**config.mk**
```make
export PLATFORM = sky130hd
export DESIGN_NAME = fp_norm_pipe
export DESIGN_NICKNAME = d
export VERILOG_FILES = /design/src/rtl/fp_norm_pipe.sv
export SDC_FILE = /design/constraint.sdc
export NUM_CORES = 1
export LEC_CHECK = 0
export CAP_MARGIN = 30
export CORE_MARGIN = 2
export CORE_UTILIZATION = 55
export CTS_CLUSTER_SIZE = 16
export DETAILED_ROUTE_END_ITERATION = 10
export GPL_ROUTABILITY_DRIVEN = 1
export PLACE_DENSITY_LB_ADDON = 0.25
export SLEW_MARGIN = 20
export SYNTH_ARGS = -nofsm -noshare
export SYNTH_HDL_FRONTEND = slang
export SYNTH_SLANG_ARGS = --single-unit
```
**constraint.sdc**
```tcl
create_clock -name clk -period 3.08 [get_ports clk]
set_input_delay 0.616 -clock clk [delete_from_list [all_inputs] [get_ports clk]]
set_output_delay 0.616 -clock clk [all_outputs]
set_load 0.01 [all_outputs]
```
**src/rtl/fp_norm_pipe.sv**
```systemverilog
// Two-stage normalizer for binary32 add/sub results: LZC + shift,
// carry handling, exponent adjust, zero/ovf/unf detection and packing.
`timescale 1ns/1ps

module lzc_24 (
  input  logic [23:0] a,
  output logic [4:0]  c,
  output logic        v
);
  always_comb begin
    c = '0;
    v = 1'b0;
    // last hit wins, so the highest set bit sets the count
    for (int i = 0; i < 24; i++) begin
      if (a[i]) begin
        c = 5'(23 - i);
        v = 1'b1;
      end
    end
  end
endmodule

module fp_norm_pipe #(
  parameter bit FLUSH_DENORM = 1'b1
) (
  input  logic        clk,
  input  logic        rst,
  input  logic        in_valid,
  output logic        in_ready,
  input  logic        in_sign,
  input  logic [7:0]  in_exp,
  input  logic [24:0] in_man,
  output logic        out_valid,
  input  logic        out_ready,
  output logic [31:0] out_result,
  output logic        out_zero,
  output logic        out_ovf,
  output logic        out_unf,
  output logic        out_inexact
);
  logic        s1_valid_q, s1_valid_d;
  logic        s1_sign_q, s1_sign_d;
  logic [7:0]  s1_exp_q, s1_exp_d;
  logic [24:0] s1_man_q, s1_man_d;
  logic [4:0]  s1_lz_q, s1_lz_d;
  logic        s1_nz_q, s1_nz_d;
  logic        s1_carry_q, s1_carry_d;

  logic        out_valid_q, out_valid_d;
  logic [31:0] out_result_q, out_result_d;
  logic        out_zero_q, out_zero_d;
  logic        out_ovf_q, out_ovf_d;
  logic        out_unf_q, out_unf_d;
  logic        out_inexact_q, out_inexact_d;

  logic [4:0]  lz_c;
  logic        lz_v;
  logic        s2_ready, in_fire, s1_fire;

  logic [8:0]  exp_inc;
  logic [7:0]  exp_dec;
  logic [23:0] man_n;
  logic [4:0]  dn_sh;
  logic        is_big;
  logic [31:0] n_res;
  logic        n_zero, n_ovf, n_unf, n_inx;

  lzc_24 u_lzc (
    .a (in_man[23:0]),
    .c (lz_c),
    .v (lz_v)
  );

  assign s2_ready = !out_valid_q || out_ready;
  assign in_ready = !s1_valid_q || s2_ready;
  assign in_fire  = in_valid && in_ready;
  assign s1_fire  = s1_valid_q && s2_ready;

  always_comb begin
    exp_inc = {1'b0, s1_exp_q} + 9'd1;
    exp_dec = s1_exp_q - {3'b0, s1_lz_q};
    is_big  = s1_exp_q > {3'b0, s1_lz_q};
    man_n   = '0;
    dn_sh   = '0;
    n_res   = '0;
    n_zero  = 1'b0;
    n_ovf   = 1'b0;
    n_unf   = 1'b0;
    n_inx   = 1'b0;
    unique case (1'b1)
      s1_carry_q: begin
        man_n = s1_man_q[24:1];
        if (exp_inc >= 9'd255) begin
          n_res = {s1_sign_q, 8'hFF, 23'b0};
          n_ovf = 1'b1;
          n_inx = 1'b1;
        end else begin
          n_res = {s1_sign_q, exp_inc[7:0], man_n[22:0]};
          n_inx = s1_man_q[0];
        end
      end
      (!s1_carry_q && !s1_nz_q): begin
        n_res  = {s1_sign_q, 31'b0};
        n_zero = 1'b1;
      end
      (!s1_carry_q && s1_nz_q && is_big): begin
        man_n = s1_man_q[23:0] << s1_lz_q;
        n_res = {s1_sign_q, exp_dec, man_n[22:0]};
      end
      default: begin
        n_unf = 1'b1;
        if (FLUSH_DENORM) begin
          n_res  = {s1_sign_q, 31'b0};
          n_zero = 1'b1;
          n_inx  = 1'b1;
        end else begin
          // exp <= lz <= 23 here, so the low 5 bits hold it
          dn_sh = (s1_exp_q == 8'd0) ? 5'd0 : s1_exp_q[4:0] - 5'd1;
          man_n = s1_man_q[23:0] << dn_sh;
          n_res = {s1_sign_q, 8'h00, man_n[22:0]};
        end
      end
    endcase
  end

  always_comb begin
    s1_valid_d = in_fire || (s1_valid_q && !s2_ready);
    s1_sign_d  = s1_sign_q;
    s1_exp_d   = s1_exp_q;
    s1_man_d   = s1_man_q;
    s1_lz_d    = s1_lz_q;
    s1_nz_d    = s1_nz_q;
    s1_carry_d = s1_carry_q;
    if (in_fire) begin
      s1_sign_d  = in_sign;
      s1_exp_d   = in_exp;
      s1_man_d   = in_man;
      s1_lz_d    = lz_c;
      s1_nz_d    = lz_v;
      s1_carry_d = in_man[24];
    end
    out_valid_d   = s1_fire || (out_valid_q && !out_ready);
    out_result_d  = out_result_q;
    out_zero_d    = out_zero_q;
    out_ovf_d     = out_ovf_q;
    out_unf_d     = out_unf_q;
    out_inexact_d = out_inexact_q;
    if (s1_fire) begin
      out_result_d  = n_res;
      out_zero_d    = n_zero;
      out_ovf_d     = n_ovf;
      out_unf_d     = n_unf;
      out_inexact_d = n_inx;
    end
  end

  always_ff @(posedge clk or posedge rst) begin
    if (rst) begin
      s1_valid_q    <= 1'b0;
      s1_sign_q     <= 1'b0;
      s1_exp_q      <= '0;
      s1_man_q      <= '0;
      s1_lz_q       <= '0;
      s1_nz_q       <= 1'b0;
      s1_carry_q    <= 1'b0;
      out_valid_q   <= 1'b0;
      out_result_q  <= '0;
      out_zero_q    <= 1'b0;
      out_ovf_q     <= 1'b0;
      out_unf_q     <= 1'b0;
      out_inexact_q <= 1'b0;
    end else begin
      s1_valid_q    <= s1_valid_d;
      s1_sign_q     <= s1_sign_d;
      s1_exp_q      <= s1_exp_d;
      s1_man_q      <= s1_man_d;
      s1_lz_q       <= s1_lz_d;
      s1_nz_q       <= s1_nz_d;
      s1_carry_q    <= s1_carry_d;
      out_valid_q   <= out_valid_d;
      out_result_q  <= out_result_d;
      out_zero_q    <= out_zero_d;
      out_ovf_q     <= out_ovf_d;
      out_unf_q     <= out_unf_d;
      out_inexact_q <= out_inexact_d;
    end
  end

  assign out_valid   = out_valid_q;
  assign out_result  = out_result_q;
  assign out_zero    = out_zero_q;
  assign out_ovf     = out_ovf_q;
  assign out_unf     = out_unf_q;
  assign out_inexact = out_inexact_q;
endmodule

```
==> flow_summary.rst <==
.. list-table::
   :header-rows: 1

   * - Metric
     - Value
   * - Main flop type after synthesis
     - sky130_fd_sc_hd__dfrtp_1
   * - DP Wirelength
     - 10.7 mm
   * - Cell at the root of the clock tree
     - sky130_fd_sc_hd__clkbuf_8
   * - Slew of the pin with the lowest slew margin
     - roughly 0.71 ns
   * - Violations in the final reports
     - design-rule violations
   * - Number of port buffers
     - 75
   * - # setup viols final
     - 0
   * - Fraction of layout cells with a size suffix above 1
     - 15.1%
   * - Post-synthesis xor/xnor area fraction
     - 1.40%
   * - Clock Path Buffers
     - 2
   * - Yosys warns
     - 0
   * - Drt total wl
     - 14.1 mm
   * - Rel. slew slack
     - 52.4%
   * - Post-detailed-route count of antenna-violating nets
     - 0
   * - Boundary Pins
     - 76
   * - Classification of the worst setup path
     - reg -> reg
   * - TritonCTS clock tree
     - built
   * - CP arrival
     - ~2.9 ns
   * - Final Wtd Congestion
     - ~0.93
   * - Critical path fanouts, max
     - 12
   * - Final standard cell area without fillers
     - 0.00604 mm2
   * - CP peak stage delay
     - ~0.45 ns
   * - Share of flip-flops with an asynchronous set or reset
     - between 90% and 100%
   * - Die height
     - 99.2 um
   * - Highest achievable clock rate
     - between 300 and 400 MHz
   * - Max Slew Vio Count
     - 0
   * - Detailed Routing Iterations Pass 1
     - 8
   * - Resized cells post-CTS
     - 0
   * - Post-synthesis share of cell area spent on full adders, half adders and majority gates
     - under 10%
   * - Syn Std Cell Area
     - roughly 0.0050 mm2
   * - Placeable core region
     - 0.00876 mm2
   * - Clock latency at the later pin of the worst-skew pair
     - 0.36 ns
   * - Starting density of the core
     - 56.9%
   * - Reported leakage power
     - 2.45 nW
   * - Grt total ovfl
     - 0
   * - Post-cts hold buffer count
     - 0
   * - # clock sinks
     - slightly below 80
   * - Drt initial violations
     - 365
   * - Drt drc
     - 2
   * - Commonest cells after routing, fill and taps aside
     - 78 x sky130_fd_sc_hd__dfrtp_1, 75 x sky130_fd_sc_hd__clkdlybuf4s50_1, 59 x sky130_fd_sc_hd__nand2_1
   * - Count of endpoints failing hold in the final timing report
     - 0
   * - Hold WC Path Type
     - reg -> reg
   * - Status
     - finished, violations left
   * - Setup repair after global routing missed its margin
     - false
   * - Sequential element share of the synthesized area
     - 39.1%
   * - Drt wl/cell
     - 20.0 um
   * - Global routing usage summed across all routing layers
     - between 20% and 30%
   * - Final cycle utilization of the critical path
     - between 80% and 90%
   * - Finished Core Util
     - between 60 and 70%
   * - Placement row count
     - 34
   * - Dominant cell type by count on the critical path
     - sky130_fd_sc_hd__inv_1
   * - Element type at the critical path end
     - flip-flop
   * - Synthesized netlist cell count
     - 524
   * - Setup TNS Final
     - 0 ns
   * - Floorplan die area
     - around 0.01 mm2
   * - Crit path required time
     - 3.31 ns
   * - CTS H-Tree Depth
     - 3
   * - Global-route wire length before repair
     - 23.1 mm
   * - Min cycle time layout
     - between 2 and 3 ns
   * - Die X-Extent
     - slightly below 100 um
   * - Number of vias per cell
     - approximately 6.4
   * - Vias in the first global route
     - 4,350
   * - Placed insts
     - 688
   * - Synthesis-stage register bit count
     - 78
   * - Power density over the cells
     - 626 mW/mm2
   * - Synth Area in Simple Gates
     - between 10% and 20%
   * - Worst clock skew on the final layout
     - 0.0173 ns
   * - Diodes inserted
     - 0
   * - Main combinational cell family by area after synthesis
     - compound AO/OA/AOI/OAI gates
   * - Max rail drop VDD
     - between 0.3 and 0.4 mV
   * - Total clock buffers created by CTS
     - 9
   * - Share of the synthesized area in compound gates (AO/OA/AOI/OAI)
     - 20.9%
   * - Area added between synthesis and finish
     - 21.0%
   * - Number of antenna violations at the first check in global routing
     - 0
   * - Cells along the critical path
     - inv_1, ha_1, inv_1, fa_1, a211oi_1, o21ai_2, a31oi_2, nand2b_1, nor4_1, a211o_1
   * - Worst Path Buf+Inv
     - 2
   * - EDFF count, synth
     - 0
   * - Finished Layout Cells
     - between 700 and 800
   * - Number of nets in the layout
     - approximately 640
   * - Standard cell area after detailed placement
     - 0.00584 mm2
   * - Total nets after synthesis
     - 570
   * - Largest net degree at the start of global routing
     - 54
   * - Leading cell type in the layout, fill and taps excluded
     - sky130_fd_sc_hd__dfrtp_1
   * - CTS clock-pin slew for the worst setup and hold paths
     - around 0.080 ns
   * - Number of max-cap violations
     - 0
   * - Portion of netlist area occupied by mux cells
     - 15.2%
   * - Total vias in the final route
     - 4,508
   * - Unique masters post-synth
     - 67
   * - Post-synthesis average cell area
     - approximately 9.5 um2
   * - Setup repair bufs after CTS
     - 0
   * - Post-layout total power
     - 3.78 mW
   * - Cell class contributing the biggest share of worst-path delay
     - compound AO/OA/AOI/OAI gates
   * - Slowest cell on the critical path
     - sky130_fd_sc_hd__nand2b_1
   * - Worst Setup Start Kind
     - flip-flop
==> Yosys cell counts, drive strengths merged, types with 4 or more instances <==
master	instances	area share, %
mux2	46	10
a211oi	13	2.0
o211ai	8	1.2
nand2	59	4.4
mux4	4	1.8
o21ai	30	3.2
buf	19	2.6
nor3	15	1.5
nor2	41	3.1
dfrtp	78	39
or4	4	0.60
a22oi	15	2.4
clkbuf	14	1.1
a211o	4	0.70
xnor2	5	0.88
inv	16	1.2
nand3	11	1.1
mux2i	15	3.0
a21oi	23	2.4
a221o	11	2.2
o22ai	12	1.5
nand2b	8	1.0
ha	7	1.8
nor2b	6	0.75
nor4	8	1.0
==> kinds of logic after synthesis <==
| family | count (synthesis) |
|---|---|
| AND/OR/NAND/NOR | 170 |
| adder cells (fa/ha/maj) | 8 |
| flip-flops | 78 |
| multiplexers | 65 |
| AO/OA/AOI/OAI | 145 |
| buffers and inverters | 50 |
| XOR/XNOR | 8 |
==> path summary, 6_finish.rpt <==
kind	start	to	slack, ns	cells past startpoint
min in group asynchronous	rst	out_result[23]$_DFFE_PP0P_	0.63	2
max in group asynchronous	rst	out_result[20]$_DFFE_PP0P_	1.75	3
hold / removal	s1_sign_q$_DFFE_PP0P_	out_result[31]$_DFFE_PP0P_	0.48	2
setup / recovery	s1_exp_q[0]$_DFFE_PP0P_	out_result[21]$_DFFE_PP0P_	0.39	10
setup reg to reg	s1_exp_q[0]$_DFFE_PP0P_	out_result[21]$_DFFE_PP0P_	0.39	10
hold reg to reg	s1_sign_q$_DFFE_PP0P_	out_result[31]$_DFFE_PP0P_	0.48	2
==> through the flow <==
stage | setup slack, ns | hold WS (ns)
3_3_place_gp | 0.410 | 0.443
2_1_floorplan | 0.469 | 0.433
6_report | 0.395 | 0.476
5_1_grt | 0.207 | 0.492
3_5_place_dp | 0.349 | 0.465
4_1_cts | 0.404 | 0.480
==> worst register-to-register path, stage by stage, from the launching register on <==
cell,delay (ns)
sky130_fd_sc_hd__dfrtp_1,0.38
sky130_fd_sc_hd__inv_1,0.08
sky130_fd_sc_hd__ha_1,0.16
sky130_fd_sc_hd__inv_1,0.06
sky130_fd_sc_hd__fa_1,0.42
sky130_fd_sc_hd__a211oi_1,0.27
sky130_fd_sc_hd__o21ai_2,0.13
sky130_fd_sc_hd__a31oi_2,0.18
sky130_fd_sc_hd__nand2b_1,0.46
sky130_fd_sc_hd__nor4_1,0.13
sky130_fd_sc_hd__a211o_1,0.29
==> cell type report <==
type                            instances  area [um2]
Multi-Input combinational cell        396        2800
Fill cell                             701        2730
Sequential cell                        78        1950
Timing Repair Buffer                   89         893
Clock buffer                           13         149
Tap cell                              108         135
Inverter                               17        63.8
Clock inverter                          3        43.8
==> state kept, by name (all words and copies together) (netlist names) <==
name and cells:
out_result 32, s1_lz_q 5, out_inexact 1, out_zero 1
s1_nz_q 1, out_valid 1, s1_carry_q 1, s1_exp_q 8
s1_man_q 24, out_unf 1, out_ovf 1, s1_sign_q 1
s1_valid_q 1
==> where the power goes <==
part           switching, mW  internal, mW  total [mW]  leakage [nW]
logic                  0.740         0.780        1.52          1.41
clock network          0.369         0.398       0.767        0.0976
registers              0.236          1.26        1.49         0.938
==> layer usage <==
layer | part of all wire [%] | global-route usage (%)
met1 | 46 | 47.0
met2 | 43 | 42.2
met3 | 9.0 | 5.13
met4 | 1.5 | 6.74
met5 | 0 | 0
Power figures use the tool's default switching activity.
